## src/rtl/im_loader.sv

```systemverilog
// im_loader: accepts a LEN_LO, LEN_HI, 4*N byte stream and writes little-endian words to instruction memory from address 0.
// Define IM_LOADER_CHECKSUM_EN to require a trailing XOR checksum byte before the load completes.
module im_loader #(
  parameter int ADDR_W = 10,
  parameter int DEPTH  = 1024
) (
  input  logic              clk,
  input  logic              rst,
  input  logic              start,
  input  logic              in_valid,
  input  logic [7:0]        in_data,
  output logic              in_ready,
  output logic              im_we,
  output logic [ADDR_W-1:0] im_waddr,
  output logic [31:0]       im_wdata,
  output logic              cpu_hold,
  output logic              done,
  output logic              err,
  output logic [ADDR_W:0]   words_loaded
);

  typedef enum logic [2:0] {
    S_IDLE,
    S_LEN0,
    S_LEN1,
    S_DATA,
    S_WRITE,
    S_DONE,
    S_ERR
`ifdef IM_LOADER_CHECKSUM_EN
    , S_CKSUM
`endif
  } state_t;

  localparam logic [16:0] DEPTH_L = 17'(DEPTH);

  state_t          state, nxt;
  logic [7:0]      len_lo;
  logic [15:0]     len_q;
  logic [1:0]      idx;
  logic [15:0]     len_in;
  logic            accept;
  logic            begin_load;
  logic            last_word;
  logic            busy_nxt;
  logic [ADDR_W:0] wl_inc;
`ifdef IM_LOADER_CHECKSUM_EN
  logic [7:0]      cks;
`endif

  assign accept     = in_valid && in_ready;
  assign len_in     = {in_data, len_lo};
  assign wl_inc     = words_loaded + 1'b1;
  assign last_word  = (16'(wl_inc) == len_q);
  assign begin_load = start && (state == S_IDLE || state == S_DONE || state == S_ERR);
  assign busy_nxt   = !(nxt == S_IDLE || nxt == S_DONE || nxt == S_ERR);

  always_ff @(posedge clk or posedge rst) begin
    if (rst) state <= S_IDLE;
    else     state <= nxt;
  end

  always_comb begin
    nxt      = state;
    in_ready = 1'b0;
    im_we    = 1'b0;
    case (state)
      S_IDLE, S_DONE, S_ERR: begin
        if (start) nxt = S_LEN0;
      end
      S_LEN0: begin
        in_ready = 1'b1;
        if (in_valid) nxt = S_LEN1;
      end
      S_LEN1: begin
        in_ready = 1'b1;
        if (in_valid) begin
          if (len_in == 16'd0) begin
`ifdef IM_LOADER_CHECKSUM_EN
            nxt = S_CKSUM;
`else
            nxt = S_DONE;
`endif
          end else if ({1'b0, len_in} > DEPTH_L) begin
            nxt = S_ERR;
          end else begin
            nxt = S_DATA;
          end
        end
      end
      S_DATA: begin
        in_ready = 1'b1;
        if (in_valid && idx == 2'd3) nxt = S_WRITE;
      end
      S_WRITE: begin
        im_we = 1'b1;
        if (last_word) begin
`ifdef IM_LOADER_CHECKSUM_EN
          nxt = S_CKSUM;
`else
          nxt = S_DONE;
`endif
        end else begin
          nxt = S_DATA;
        end
      end
`ifdef IM_LOADER_CHECKSUM_EN
      S_CKSUM: begin
        in_ready = 1'b1;
        if (in_valid) nxt = (in_data == cks) ? S_DONE : S_ERR;
      end
`endif
      default: nxt = S_IDLE;
    endcase
  end

  always_ff @(posedge clk or posedge rst) begin
    if (rst) begin
      im_waddr     <= '0;
      im_wdata     <= '0;
      cpu_hold     <= 1'b0;
      done         <= 1'b0;
      err          <= 1'b0;
      words_loaded <= '0;
      len_lo       <= '0;
      len_q        <= '0;
      idx          <= '0;
`ifdef IM_LOADER_CHECKSUM_EN
      cks          <= '0;
`endif
    end else begin
      cpu_hold <= busy_nxt;
      done     <= (nxt == S_DONE);
      err      <= (nxt == S_ERR);
      if (begin_load) begin
        im_waddr     <= '0;
        words_loaded <= '0;
        idx          <= '0;
`ifdef IM_LOADER_CHECKSUM_EN
        cks          <= '0;
`endif
      end
      if (accept) begin
        case (state)
          S_LEN0: len_lo <= in_data;
          S_LEN1: len_q  <= len_in;
          S_DATA: begin
            im_wdata[8*idx +: 8] <= in_data;
            idx                  <= idx + 2'd1;
          end
          default: ;
        endcase
`ifdef IM_LOADER_CHECKSUM_EN
        // The checksum byte itself is excluded from the running XOR.
        if (state != S_CKSUM) cks <= cks ^ in_data;
`endif
      end
      // Address stays on the last written word once the count is reached.
      if (state == S_WRITE) begin
        words_loaded <= wl_inc;
        if (!last_word) im_waddr <= im_waddr + 1'b1;
      end
    end
  end

endmodule
```

## config.mk

```make
export PLATFORM = sky130hd
export DESIGN_NAME = im_loader
export DESIGN_NICKNAME = d
export VERILOG_FILES = /design/src/rtl/im_loader.sv
export SDC_FILE = /design/constraint.sdc
export NUM_CORES = 1
export LEC_CHECK = 0
export CORE_MARGIN = 5
export CORE_UTILIZATION = 45
export DETAILED_ROUTE_END_ITERATION = 7
export GPL_TIMING_DRIVEN = 1
export HOLD_SLACK_MARGIN = 0.15
export PLACE_DENSITY = 0.73
export SYNTH_ARGS = -nofsm -noshare
export SYNTH_HDL_FRONTEND = slang
export SYNTH_SLANG_ARGS = --single-unit
```

## constraint.sdc

```tcl
create_clock -name clk -period 7.7 [get_ports clk]
set_input_delay 1.54 -clock clk [delete_from_list [all_inputs] [get_ports clk]]
set_output_delay 1.54 -clock clk [all_outputs]
set_load 0.01 [all_outputs]
```

# Yosys cells after proc, flatten, opt, wreduce, memory -nomap -nowiden
# Cells that the tools add are included.
# Widths: inputs -> output; s select.
# word_totals
regBits	85
latch_bits	0
mem_bits_rw	0
mem_bits_ro	0
in_bits	12
output_inout_bits	58
memories	0
# op_classes
addsub	4
multipliers	0
n_div	0
n_lt_le_gt_ge	1
eq_ne	10
shifts	2
n_mux	19
bitwise_logic	0
n_reduce_logical	17
# ops
operator	count
$neg 5->34	1
$shift 8x34->32 const A	1
$shiftx 8x34->32	1
$bwmux 32	1
$mux 10	3
$mux 11	2
$mux 3	7
$eq 11x16->1	1
$gt 16x11->1 const B	1
$logic_not 16->1	1
$eq 3x3->1 const B	5
$pmux 3 s5	1
$add 11x1->11 const B	1
$add 10x1->10 const B	1
$eq 3x2->1 const B	2
$logic_not 3->1	2
$mux 2	3
$reduce_and 2->1	3
$reduce_or 3->1	2
$logic_or 1x1->1	4
$eq 3x1->1 const B	1
$logic_and 1x1->1	3
$add 2x1->2 const B	1
$eq 2x2->1 const B	1
other kinds (3)	4

# Longest topological paths before layout
# depth
word_depth	9
depth_mapped	10
mapped_depth_nobuf	8

# Worst setup path after synthesis
# OpenSTA, ideal clock, no wires.
# synth_timing
path_kind	input -> register
startpoint	input in_data[4]
endpoint	register cpu_hold
setup_ns	0.149
arrival_time_ns	2.992
required_ns	7.551
setup_slack_ns	4.559
stages	7
cell_sequence	or4_1 nor2_1 and4b_1 nor3_1 a211oi_1 a21boi_0 a21boi_0
# synth_between
elab_chain_cells	9
elab_cells_between_ends	12
classes_between	order compare: 1; eq/ne: 2; mux: 4; reduce/logical: 5
# synth_lines
element	line	source
start, declared	11	input logic [7:0] in_data,
$gt 16x11->1	84	end else if ({1'b0, len_in} > DEPTH_L) begin
$mux 3	84	
$mux 3 *	78	if (len_in == 16'd0) begin
$mux 3 *	77	if (in_valid) begin
$pmux 3 s5 *	67	case (state)
$eq 3x3->1 / $logic_not 3->1 (equally long branches)	56	assign busy_nxt = !(nxt == S_IDLE || nxt == S_DONE || nxt == S_ERR);
$logic_or 1x1->1	56	
$logic_or 1x1->1 *	56	
$logic_not 1->1 *	56	
net busy_nxt	45	logic busy_nxt;
end signal, assigned	132	cpu_hold <= busy_nxt;
end, declared	16	output logic cpu_hold,
# The timed path passes the listed nets; every way through them passes the cells marked *.
# A chain may end at the register's enable or synchronous reset.

# Worst setup path after layout
# layout_timing
startpoint	register state[0]
endpoint	output im_we
# layout_between
elab_chain_cells	2
# layout_lines
element	line	source
start, declared	37	state_t state, nxt;
start signal, assigned	60	else state <= nxt;
$eq 3x3->1	67	
$mux 1	67	
end, declared	13	output logic im_we,
# Every way passes these cells.

==> results.sh <==
export IMPL_grt_ovfl_total=0
export IMPL_drcViolationCount=0
export IMPL_antenna_cells=0
export IMPL_ios=70
export IMPL_finalNetCount=509
export IMPL_core_area_sq_mm=0.00881
export IMPL_tns_ns=0
export IMPL_dpl_cell_count=587
export IMPL_max_slew_margin_pct=27.8
export IMPL_cts_tree="yes"
export IMPL_viasPerCell=5.47
export IMPL_synth_area_sq_mm=0.00409
export IMPL_hold_viol_final=0
export IMPL_cts_max_path_buffers=2
export IMPL_layout_drive_gt1_share_pct=9.49
export IMPL_root_buffer="clkbuf_8"
export IMPL_yosys_warnings=0
export IMPL_grt_pass1_vias=3287
export IMPL_rsz0062_at_grt="no"
export IMPL_dieArea_sq_mm=0.0111
export IMPL_critPathKind="reg -> out"
export IMPL_synth_seq_area_share_pct=52.0
export IMPL_die_w_um=105
export IMPL_crit_arrival_ns=2.58
export IMPL_cts_post_setup_buffers_inserted=0
export IMPL_final_cell_mix="nand2_1, dfrtp_1, clkdlybuf4s50_1, o21ai_0, mux2_2"
export IMPL_ant_nets=0
export IMPL_post_route_period_util_pct=53.5
export IMPL_crit_path_end_kind="output port"
export IMPL_worstSkewPairLatency_ns=0.35
export IMPL_routed_wl_um=9570
export IMPL_static_leakage_power_nw=2.17
export IMPL_dieHeight_um=105
export IMPL_hpwl_um=6730
export IMPL_cts_sinks=85
export IMPL_final_common_cell="nand2_1"
export IMPL_antenna_found_initial=0
export IMPL_cts_buffers=9
export IMPL_avgRoutedWirePerCell_um=15.9
export IMPL_initial_utilization_pct=46.5
export IMPL_row_count=34
export IMPL_path_clk_slew_ns=0.08
export IMPL_min_period_ns=4.12
export IMPL_drt_initial_drc_count=168
export IMPL_syn_area_per_cell_sq_um=9.59
export IMPL_synth_cell_types=44
export IMPL_cts_max_level=3
export IMPL_finClkSkew_ns=0.00721
export IMPL_drv_cap=0
export IMPL_cp_max_fo=20
export IMPL_ir_drop_v=0.000169
export IMPL_start_kind="register"
export IMPL_first_pass_iters=4
export IMPL_outcome="finished, final reports clean"
export IMPL_vias=3299
export IMPL_post_place_ws_ns=3.72
export IMPL_tightestPinTransition_ns=1.08
export IMPL_hold_path_class="reg -> reg"
export IMPL_setup_ws_ns=3.58
export IMPL_p_per_area_mw_per_mm2=312
export IMPL_grt_max_degree=86
export IMPL_holdBufCountCts=0
export IMPL_syn2layout_area_growth_pct=24.3
export IMPL_crit_required_ns=6.16
export IMPL_syn_nets=446
export IMPL_postCtsResizedCells=0
export IMPL_grt_pass1_wl_um=16300
export IMPL_drv_slew=0
export IMPL_netlist_instances=427
export IMPL_gp_congestion=0.789
export IMPL_setup_viol=0
export IMPL_grtUsageTotal_pct=17.8
export IMPL_stdcell_count=603
export IMPL_fillerInstances=771
export IMPL_fmax_ghz=0.243
export IMPL_io_buffers=69
export IMPL_ys_ff_latch=85
export IMPL_holdWs_ns=0.486
final timing paths:
check	cells past startpoint	from	end	slack [ns]
worst max-delay path	4	state[0]	im_we	3.58
worst min-delay path	2	im_wdata[27]	im_wdata[27]	0.49
worst max register to register	8	words_loaded[0]	im_waddr[9]	5.22
worst min register to register	2	im_wdata[27]	im_wdata[27]	0.49
max in group asynchronous	3	rst	len_q[6]	5.16
min in group asynchronous	3	rst	im_wdata[29]	1.85
area by class of cell:
class | count | area, sq um | area share (%)
flip-flops and latches | 85 | 2130 | 41.8
multi-input cells | 312 | 1840 | 36.2
repair buffers | 72 | 713 | 14.0
clock buffers | 11 | 151 | 2.97
well taps | 108 | 135 | 2.65
clock inverters | 5 | 82.6 | 1.62
inverters | 10 | 38.8 | 0.762
registers in the layout, indices dropped and copies added (netlist names):
register / cells
words_loaded: 11
done: 1
state: 3
err: 1
im_wdata: 32
len_q: 16
len_lo: 8
idx: 2
cpu_hold: 1
im_waddr: 10
layer usage:
metal / wire length [um] / track usage (%)
met2: 4710 / 30.1
met4: 159 / 6.37
met5: 0 / 0
met1: 4390 / 23.4
met3: 321 / 2.57
critical path, cell delays in order, from the launching register on:
cell and delay [ns]:
dfrtp_1 0.51, nor2_1 0.21, nand2_1 0.40, inv_1 0.48, clkdlybuf4s50_1 0.62
cell families after synthesis:
group / after synthesis / share of synthesized area [%]
buf+inv: 30 / 3.06
flops: 85 / 52.0
xor+xnor: 15 / 3.21
fa+ha+maj: 8 / 2.38
simple gates: 174 / 19.7
mux: 31 / 8.31
compound gates: 84 / 11.4
cells in the mapped netlist:
| master | number | area [sq um] |
|---|---|---|
| maj3_1 | 1 | 10.0 |
| ha_1 | 7 | 87.6 |
| buf_2 | 4 | 20.0 |
| xor2_1 | 8 | 70.1 |
| dfrtp_1 | 85 | 2130 |
| nand2_1 | 93 | 349 |
| o21ai_0 | 57 | 285 |
| o211ai_1 | 1 | 7.51 |
| nand2b_1 | 2 | 12.5 |
| xnor2_1 | 7 | 61.3 |
| nor3_1 | 7 | 35.0 |
| nand3_1 | 18 | 90.1 |
| clkbuf_1 | 14 | 52.6 |
| nor3b_1 | 3 | 22.5 |
| mux2i_1 | 7 | 70.1 |
| a21oi_1 | 7 | 35.0 |
| a31o_2 | 1 | 8.76 |
| nor3b_2 | 1 | 12.5 |
| o21ai_2 | 1 | 8.76 |
| and4_1 | 1 | 8.76 |
| a31oi_1 | 5 | 31.3 |
| o21ai_1 | 1 | 5.00 |
| and3b_1 | 1 | 8.76 |
| buf_1 | 1 | 3.75 |
| and4b_1 | 1 | 10.0 |
| nor4bb_1 | 1 | 10.0 |
| mux2_2 | 24 | 270 |
| buf_6 | 1 | 11.3 |
| o22ai_1 | 1 | 6.26 |
| or3_1 | 4 | 25.0 |
| nand4_1 | 7 | 43.8 |
| nor2_1 | 17 | 63.8 |
| a211oi_1 | 1 | 7.51 |
| a21boi_0 | 2 | 15.0 |
| or4_1 | 2 | 15.0 |
| o311ai_1 | 1 | 8.76 |
| inv_1 | 10 | 37.5 |
| nor2b_1 | 3 | 18.8 |
| a211o_1 | 1 | 8.76 |
| a22oi_1 | 1 | 7.51 |
| and3_1 | 9 | 56.3 |
| nor4_1 | 3 | 18.8 |
| o31ai_1 | 4 | 30.0 |
| and2_1 | 1 | 6.26 |
per-stage QoR:
stage	utilization (%)	cell area, sq um	power [W]
floorplan	-	4090	0.00102
CTS	57.8	5090	0.00160
finish	57.8	5090	0.00159
global placement	55.1	4860	0.00121
global route	57.8	5090	0.00170
detailed placement	55.1	4860	0.00123
where the power goes:
part	total [W]	internal, W	switching (W)
Clock	0.000361	0.000201	0.000160
Combinational	0.000555	0.000271	0.000284
Sequential	0.000674	0.000568	0.000106
Total	0.00159	0.00104	0.000550
Note: power is estimated with default switching activity, not from simulation.
